==> config.mk <==
export PLATFORM = sky130hd
export DESIGN_NAME = alu_share_arbiter
export DESIGN_NICKNAME = d
export VERILOG_FILES = /design/src/rtl/alu_share_arbiter.sv
export SDC_FILE = /design/constraint.sdc
export NUM_CORES = 1
export LEC_CHECK = 0
export CAP_MARGIN = 20
export CORE_AREA = 2 2 220 222
export DETAILED_ROUTE_END_ITERATION = 8
export DIE_AREA = 0 0 222 224
export SETUP_SLACK_MARGIN = 0.02
export SLEW_MARGIN = 30
export SYNTH_ARGS = -nofsm -noshare
export SYNTH_HDL_FRONTEND = slang
export SYNTH_SLANG_ARGS = --single-unit
export TNS_END_PERCENT = 100
==> constraint.sdc <==
create_clock -name clk -period 3.5 [get_ports clk]
set_input_delay 0.7 -clock clk [delete_from_list [all_inputs] [get_ports clk]]
set_output_delay 0.7 -clock clk [all_outputs]
set_load 0.01 [all_outputs]
==> src/rtl/alu_share_arbiter.sv <==
`default_nettype none
// alu_share_arbiter: round-robin sharing of one combinational ALU between two
// valid/ready requesters, with registered ALU operands and registered response.
module alu_share_arbiter #(
  parameter int DATA_W = 64,
  parameter int OP_W   = 4,
  parameter int CNT_W  = 32
) (
  input  logic              clk,
  input  logic              rst_n,
  input  logic              req0_valid,
  output logic              req0_ready,
  input  logic [DATA_W-1:0] req0_a,
  input  logic [DATA_W-1:0] req0_b,
  input  logic [OP_W-1:0]   req0_op,
  input  logic              req1_valid,
  output logic              req1_ready,
  input  logic [DATA_W-1:0] req1_a,
  input  logic [DATA_W-1:0] req1_b,
  input  logic [OP_W-1:0]   req1_op,
  output logic              rsp0_valid,
  input  logic              rsp0_ready,
  output logic              rsp1_valid,
  input  logic              rsp1_ready,
  output logic [DATA_W-1:0] rsp_result,
  output logic [2:0]        rsp_flags,
  output logic [DATA_W-1:0] alu_a,
  output logic [DATA_W-1:0] alu_b,
  output logic [OP_W-1:0]   alu_opcode,
  input  logic [DATA_W-1:0] alu_result,
  input  logic              alu_carry,
  input  logic              alu_overflow,
  input  logic              alu_zero,
  output logic              busy,
  output logic [CNT_W-1:0]  op_count
);

  localparam logic [1:0] S_IDLE = 2'd0;
  localparam logic [1:0] S_EXEC = 2'd1;
  localparam logic [1:0] S_RESP = 2'd2;

  logic [1:0]        state_q, state_d;
  logic              owner_q, owner_d;
  logic              last_grant_q, last_grant_d;
  logic [DATA_W-1:0] alu_a_q, alu_a_d;
  logic [DATA_W-1:0] alu_b_q, alu_b_d;
  logic [OP_W-1:0]   alu_op_q, alu_op_d;
  logic [DATA_W-1:0] result_q, result_d;
  logic [2:0]        flags_q, flags_d;
  logic [CNT_W-1:0]  count_q, count_d;

  logic grant0;
  logic grant1;
  logic rsp_fire;

  // On a tie the requester not served last wins; ready is forced low in reset.
  assign grant0 = rst_n && (state_q == S_IDLE) && req0_valid && (!req1_valid || last_grant_q);
  assign grant1 = rst_n && (state_q == S_IDLE) && req1_valid && (!req0_valid || !last_grant_q);

  assign rsp_fire = (state_q == S_RESP) && (owner_q ? rsp1_ready : rsp0_ready);

  always_comb begin
    state_d      = state_q;
    owner_d      = owner_q;
    last_grant_d = last_grant_q;
    alu_a_d      = alu_a_q;
    alu_b_d      = alu_b_q;
    alu_op_d     = alu_op_q;
    result_d     = result_q;
    flags_d      = flags_q;
    count_d      = count_q;
    case (state_q)
      S_IDLE: begin
        if (grant0) begin
          alu_a_d  = req0_a;
          alu_b_d  = req0_b;
          alu_op_d = req0_op;
          owner_d  = 1'b0;
          state_d  = S_EXEC;
        end else if (grant1) begin
          alu_a_d  = req1_a;
          alu_b_d  = req1_b;
          alu_op_d = req1_op;
          owner_d  = 1'b1;
          state_d  = S_EXEC;
        end
      end
      S_EXEC: begin
        result_d = alu_result;
        flags_d  = {alu_carry, alu_overflow, alu_zero};
        state_d  = S_RESP;
      end
      S_RESP: begin
        if (rsp_fire) begin
          last_grant_d = owner_q;
          count_d      = count_q + CNT_W'(1);
          state_d      = S_IDLE;
        end
      end
      default: state_d = S_IDLE;
    endcase
  end

  always_ff @(posedge clk or negedge rst_n) begin
    if (!rst_n) begin
      state_q      <= S_IDLE;
      owner_q      <= 1'b0;
      last_grant_q <= 1'b1;
      alu_a_q      <= '0;
      alu_b_q      <= '0;
      alu_op_q     <= '0;
      result_q     <= '0;
      flags_q      <= '0;
      count_q      <= '0;
    end else begin
      state_q      <= state_d;
      owner_q      <= owner_d;
      last_grant_q <= last_grant_d;
      alu_a_q      <= alu_a_d;
      alu_b_q      <= alu_b_d;
      alu_op_q     <= alu_op_d;
      result_q     <= result_d;
      flags_q      <= flags_d;
      count_q      <= count_d;
    end
  end

  assign req0_ready = grant0;
  assign req1_ready = grant1;
  assign rsp0_valid = (state_q == S_RESP) && !owner_q;
  assign rsp1_valid = (state_q == S_RESP) && owner_q;
  assign rsp_result = result_q;
  assign rsp_flags  = flags_q;
  assign alu_a      = alu_a_q;
  assign alu_b      = alu_b_q;
  assign alu_opcode = alu_op_q;
  assign busy       = (state_q != S_IDLE);
  assign op_count   = count_q;

endmodule
`default_nettype wire
## Word level (Yosys, flattened, before mapping)

Cells that the tools add are included.

| cells by class | value |
|---|---|
| eq/ne operators | 4 |
| add/sub/neg operators | 1 |
| multiplexer cells | 13 |
| reductions and logical operators | 20 |

Operators by type and width:

| kind | count |
|---|---|
| $mux W64 | 4 |
| $add A32 B1 Y32 const B | 1 |
| $logic_and A1 B1 Y1 | 8 |
| $mux W4 | 2 |
| $mux W2 | 3 |
| $pmux W2 S3 | 1 |
| $reduce_and A2 Y1 | 3 |
| $logic_not A1 Y1 | 4 |
| $reduce_bool A2 Y1 | 2 |
| $mux W1 | 3 |
| $ne A3 B3 Y1 const B | 1 |
| $eq A2 B1 Y1 const B | 1 |
| $eq A2 B2 Y1 const B | 1 |
| $logic_not A2 Y1 | 1 |
| $logic_or A1 B1 Y1 | 2 |
| $ne A2 B2 Y1 const B | 1 |

| storage, ports and cells | value |
|---|---|
| register bits after elaboration | 235 |
| word-level logic and storage cells | 47 |
| bits of input ports | 337 |

## Depth between registers and ports, before layout

| depth | value |
|---|---|
| depth in word-level cells | 7 |
| mapped depth | 7 |
| mapped depth without buffers | 5 |

## Worst setup path after synthesis

No wires, ideal clock.

| path | value |
|---|---|
| kind | input port to output port |
| from | input port req1_valid |
| to | output port req0_ready |
| data required time | 2.800 ns |
| path slack | 1.220 ns |
| stages | 5 |
| arrival time | 1.580 ns |
| path through | inv_1 > o2111ai_2 > clkbuf_1 > buf_2 > inv_1 |

| between the ends | value |
|---|---|
| longest elaborated chain between the ends | 3 |

RTL lines:

| item | RTL line | RTL |
|---|---|---|
| start: declaration | 16 | `input logic req1_valid,` |
| $logic_not A1 Y1 | 57 | `assign grant0 = rst_n && (state_q == S_IDLE) && req0_valid && (!req1_valid \|\| last_grant_q);` |
| $logic_or A1 B1 Y1 | 57 |  |
| $logic_and A1 B1 Y1 | 57 |  |
| end: declaration | 12 | `output logic req0_ready,` |

Every way passes these cells.

## Worst setup path in the final report

| path | value |
|---|---|
| from | register state_q[1] |
| to | output port req1_ready |

| between the ends | value |
|---|---|
| longest elaborated chain between the ends | 4 |

RTL lines:

| item | RTL line | RTL |
|---|---|---|
| start: declaration | 42 | `logic [1:0] state_q, state_d;` |
| start signal: assignment | 116 | `state_q <= state_d;` |
| $logic_not A2 Y1 | 58 | `assign grant1 = rst_n && (state_q == S_IDLE) && req1_valid && (!req0_valid \|\| !last_grant_q);` |
| $logic_and A1 B1 Y1 (3 in a row) | 58 |  |
| end: declaration | 17 | `output logic req1_ready,` |

Every way passes these cells.

==> key figures <==
Clocking
  • Maximum buffer depth of the clock tree: 3
  • Root Driver: clkbuf_16
  • Htree depth: 1
  • Clock-pin transition on the worst setup and hold timing paths: 60 ps
  • Clock net sink count: 235
  • CTS tree: built
  • Post-CTS setup buffer count: 0
  • Hold Buf Count CTS: 0
  • Post-cts gate resize count: 0
  • Clock insertion delay at the later pin of the skew report: 560 ps
  • Total CTS buffers: 28

Power and ir drop
  • PD cells: 776 mW/mm^2
  • Leak Pwr: 7.93 nW
  • Relative contribution of sequential cells to total power: 34.0%
  • Net switching power figure: 0.00432 W
  • Maximum vdd drop: 0.000454 V
  • Cell internal power dissipation: 0.00933 W
  • Switching part of the total: 31.6%
  • Part of the total power dissipated in the clock network: 22.3%
  • Relative contribution of combinational cells to total power: 43.7%

Logic synthesis
  • Post-Synthesis Cell Area: 0.0103 sq mm
  • Count of flip-flops with a built-in enable after synthesis: 0
  • Sequential fraction of the synthesis area: 57.4%
  • Avg Inst Size Synth: 11.7 sq um
  • Primary flip-flop cell chosen by synthesis mapping: dfrtp_1
  • Post-Syn Nets: 1214
  • Number of synthesized register bits: 235
  • Distinct cell type count of the synthesized netlist: 39
  • Asr flop ratio synth: 100%
  • Gate count after technology mapping: 876
  • Synthesis Warnings: 0

Min path
  • Type of the tightest min-delay check: in2async

Timing
  • Upper clock frequency limit: 0.317 GHz
  • Setup violators final: 0
  • Relative slew slack: 29.8%
  • Transition time at the pin with the least slew margin: 1050 ps
  • Time the final worst path needs with I/O delays and setup: 3160 ps
  • Number of endpoints with negative hold slack in the final report: 0
  • RSZ-0062 raised after global routing: no
  • Total count of max-transition violations in the final report: 0
  • Sum of negative setup slack: 0 ps
  • Period utilisation layout: 90.3%
  • Clock skew after layout: 15.4 ps

Final layout
  • Layout Cells excl Fill: 2069
  • Proportion of layout cells with a drive suffix above 1: 9.70%
  • Commonest non-fill, non-tap cell in the layout: clkdlybuf4s50_1
  • Most frequent cells in the layout: clkdlybuf4s50_1, dfrtp_1, nor2_1, mux2i_1, a21oi_1
  • Layout Nets: 1770
  • Area overhead of the layout relative to synthesis: 71.5%
  • Fillcell total: 4690
  • Antenna diode count: 0

Drt
  • Final antenna-violating net count: 0
  • DRC Markers: 0
  • DR vias/cell: 4.25
  • 1st-iter DRT viols: 340
  • Vias after detailed routing: 8794
  • Average wire per cell in the routed design: 17.5 um
  • Number of iterations in the first detailed-routing pass: 4
  • Total wirelength of the detailed-routed design: 36300 um

Global route
  • Total routing usage reported by global routing: 14.0%
  • Total grt overflow: 0
  • Maximum number of pins on one net before global-route repair: 148
  • Antenna violations before repair: 1
  • First-pass GRT wire length: 55200 um
  • Number of global-route vias before repair: 9290

Setup path
  • Worst reg2reg path startpoint: state_q[1]
  • Crit. End Element: output pin
  • Reg-to-reg setup timing slack: 1360 ps
  • Sort of element at the start of the critical path: register
  • Required time at the worst-slack endpoint: 2800 ps
  • Destination of the worst register-to-register timing path: alu_b[1]
  • Max FO, Critical Path: 5
  • Number of cells on the worst reg-to-reg path: 5
  • Critical path class: reg2out
  • Critical Path AT: 2460 ps

Flow run
  • Max-cap check violation count: 0

Die
  • Die Ht: 224 um
  • Num ports: 573
  • Initial core utilization: 21.7%
  • Row count: 80
  • Die W: 222 um
  • Core region area: 0.0473 sq mm
  • Total die area: 0.0497 sq mm

Place
  • Port-buffer cells: 572
  • Cell Count Post-Placement: 2017
  • HPWL after detailed placement: 26700 um
  • Weighted congestion reported at the end of routability-driven placement: 0.886

Status
  • Status: finished, final reports clean
## worst max-delay path: stages (launching register included)
cell             delay, ps
dfrtp_1                410
nor2_1                 350
nand4_1                370
inv_1                  210
clkdlybuf4s50_1        560
## layer usage
metal	global-route usage (%)	wire length, um	vias to the layer above
met5	0	13	-
li1	-	-	4149
met4	4.10	785	2
met3	3.46	2410	47
met2	25.1	18600	306
met1	16.6	14400	4290
## metrics by stage
step                setup WS, ps  hold slack [ps]  utilization, %  total power (W)  instance area, sq um
floorplan                   1220              404               -          0.00716                 10300
global placement             469              458            35.1           0.0106                 16600
detailed placement           472              475            35.1           0.0107                 16600
CTS                          294              208            37.1           0.0139                 17600
global route                 229              238            37.1           0.0144                 17600
finish                       341              213            37.1           0.0136                 17600
## state kept, by name, indices dropped and copies added (netlist names)
register,flops
alu_opcode,4
owner_q,1
rsp_result,64
last_grant_q,1
alu_b,64
op_count,32
state_q,2
rsp_flags,3
alu_a,64
## cell type report
cell class                 count  area [sq um]  share of cell area (%)
sequential                   235          5880                    33.4
clock inverter                 8           106                   0.605
inverter                       7          26.3                   0.149
clock buffer                  44           871                    4.95
tap                          615           769                    4.38
timing repair buffer         580          5850                    33.3
multi-input combinational    580          4080                    23.2
## power by group through the flow
stage | sequential [W] | clock (W) | combinational [W]
CTS | 0.00466 | 0.00315 | 0.00606
global placement | 0.00462 | 0 | 0.00596
floorplan | 0.00517 | 0 | 0.00199
global route | 0.00481 | 0.00326 | 0.00637
detailed placement | 0.00469 | 0 | 0.00604
finish | 0.00465 | 0.00304 | 0.00596
## cells by family after synthesis
kind of cell,after synthesis,synth area share (%)
fa+ha+maj,1,0.122
simple gates,212,9.63
xor+xnor,31,2.65
mux,201,20.5
flops,235,57.4
compound gates,135,6.72
buf+inv,61,3.01
## Yosys cell counts, types with 2 or more instances
| library cell | instances | area (sq um) |
|---|---|---|
| nor4_1 | 5 | 31.3 |
| and2_1 | 3 | 18.8 |
| buf_6 | 7 | 78.8 |
| clkbuf_1 | 20 | 75.1 |
| nand3_1 | 6 | 30.0 |
| nor3_1 | 9 | 45.0 |
| and4_1 | 2 | 17.5 |
| nor2_1 | 142 | 533 |
| buf_2 | 19 | 95.1 |
| nand4_1 | 6 | 37.5 |
| and3_1 | 3 | 18.8 |
| xor2_1 | 25 | 219 |
| xnor2_1 | 6 | 52.6 |
| mux2_2 | 68 | 766 |
| and4_2 | 2 | 20.0 |
| nand2b_1 | 2 | 12.5 |
| mux2i_1 | 132 | 1320 |
| a21oi_1 | 132 | 661 |
| nor4_2 | 2 | 25.0 |
| nand2_1 | 19 | 71.3 |
| dfrtp_1 | 234 | 5860 |
| nor3_2 | 2 | 20.0 |
| inv_1 | 7 | 26.3 |
| buf_1 | 7 | 26.3 |
| nand4_2 | 2 | 25.0 |
## how the worst max path moves through the flow
stage / from / cells after the start / to / slack [ps]
after floorplan: req1_valid / 5 / req0_ready / 1220
after global placement: req0_valid / 5 / req1_ready / 470
after detailed placement: req0_valid / 5 / req1_ready / 470
after global routing: state_q[1] / 4 / req1_ready / 230
after CTS: state_q[1] / 4 / req1_ready / 290
final: state_q[1] / 4 / req1_ready / 340
(Power assumes the default switching activity.)
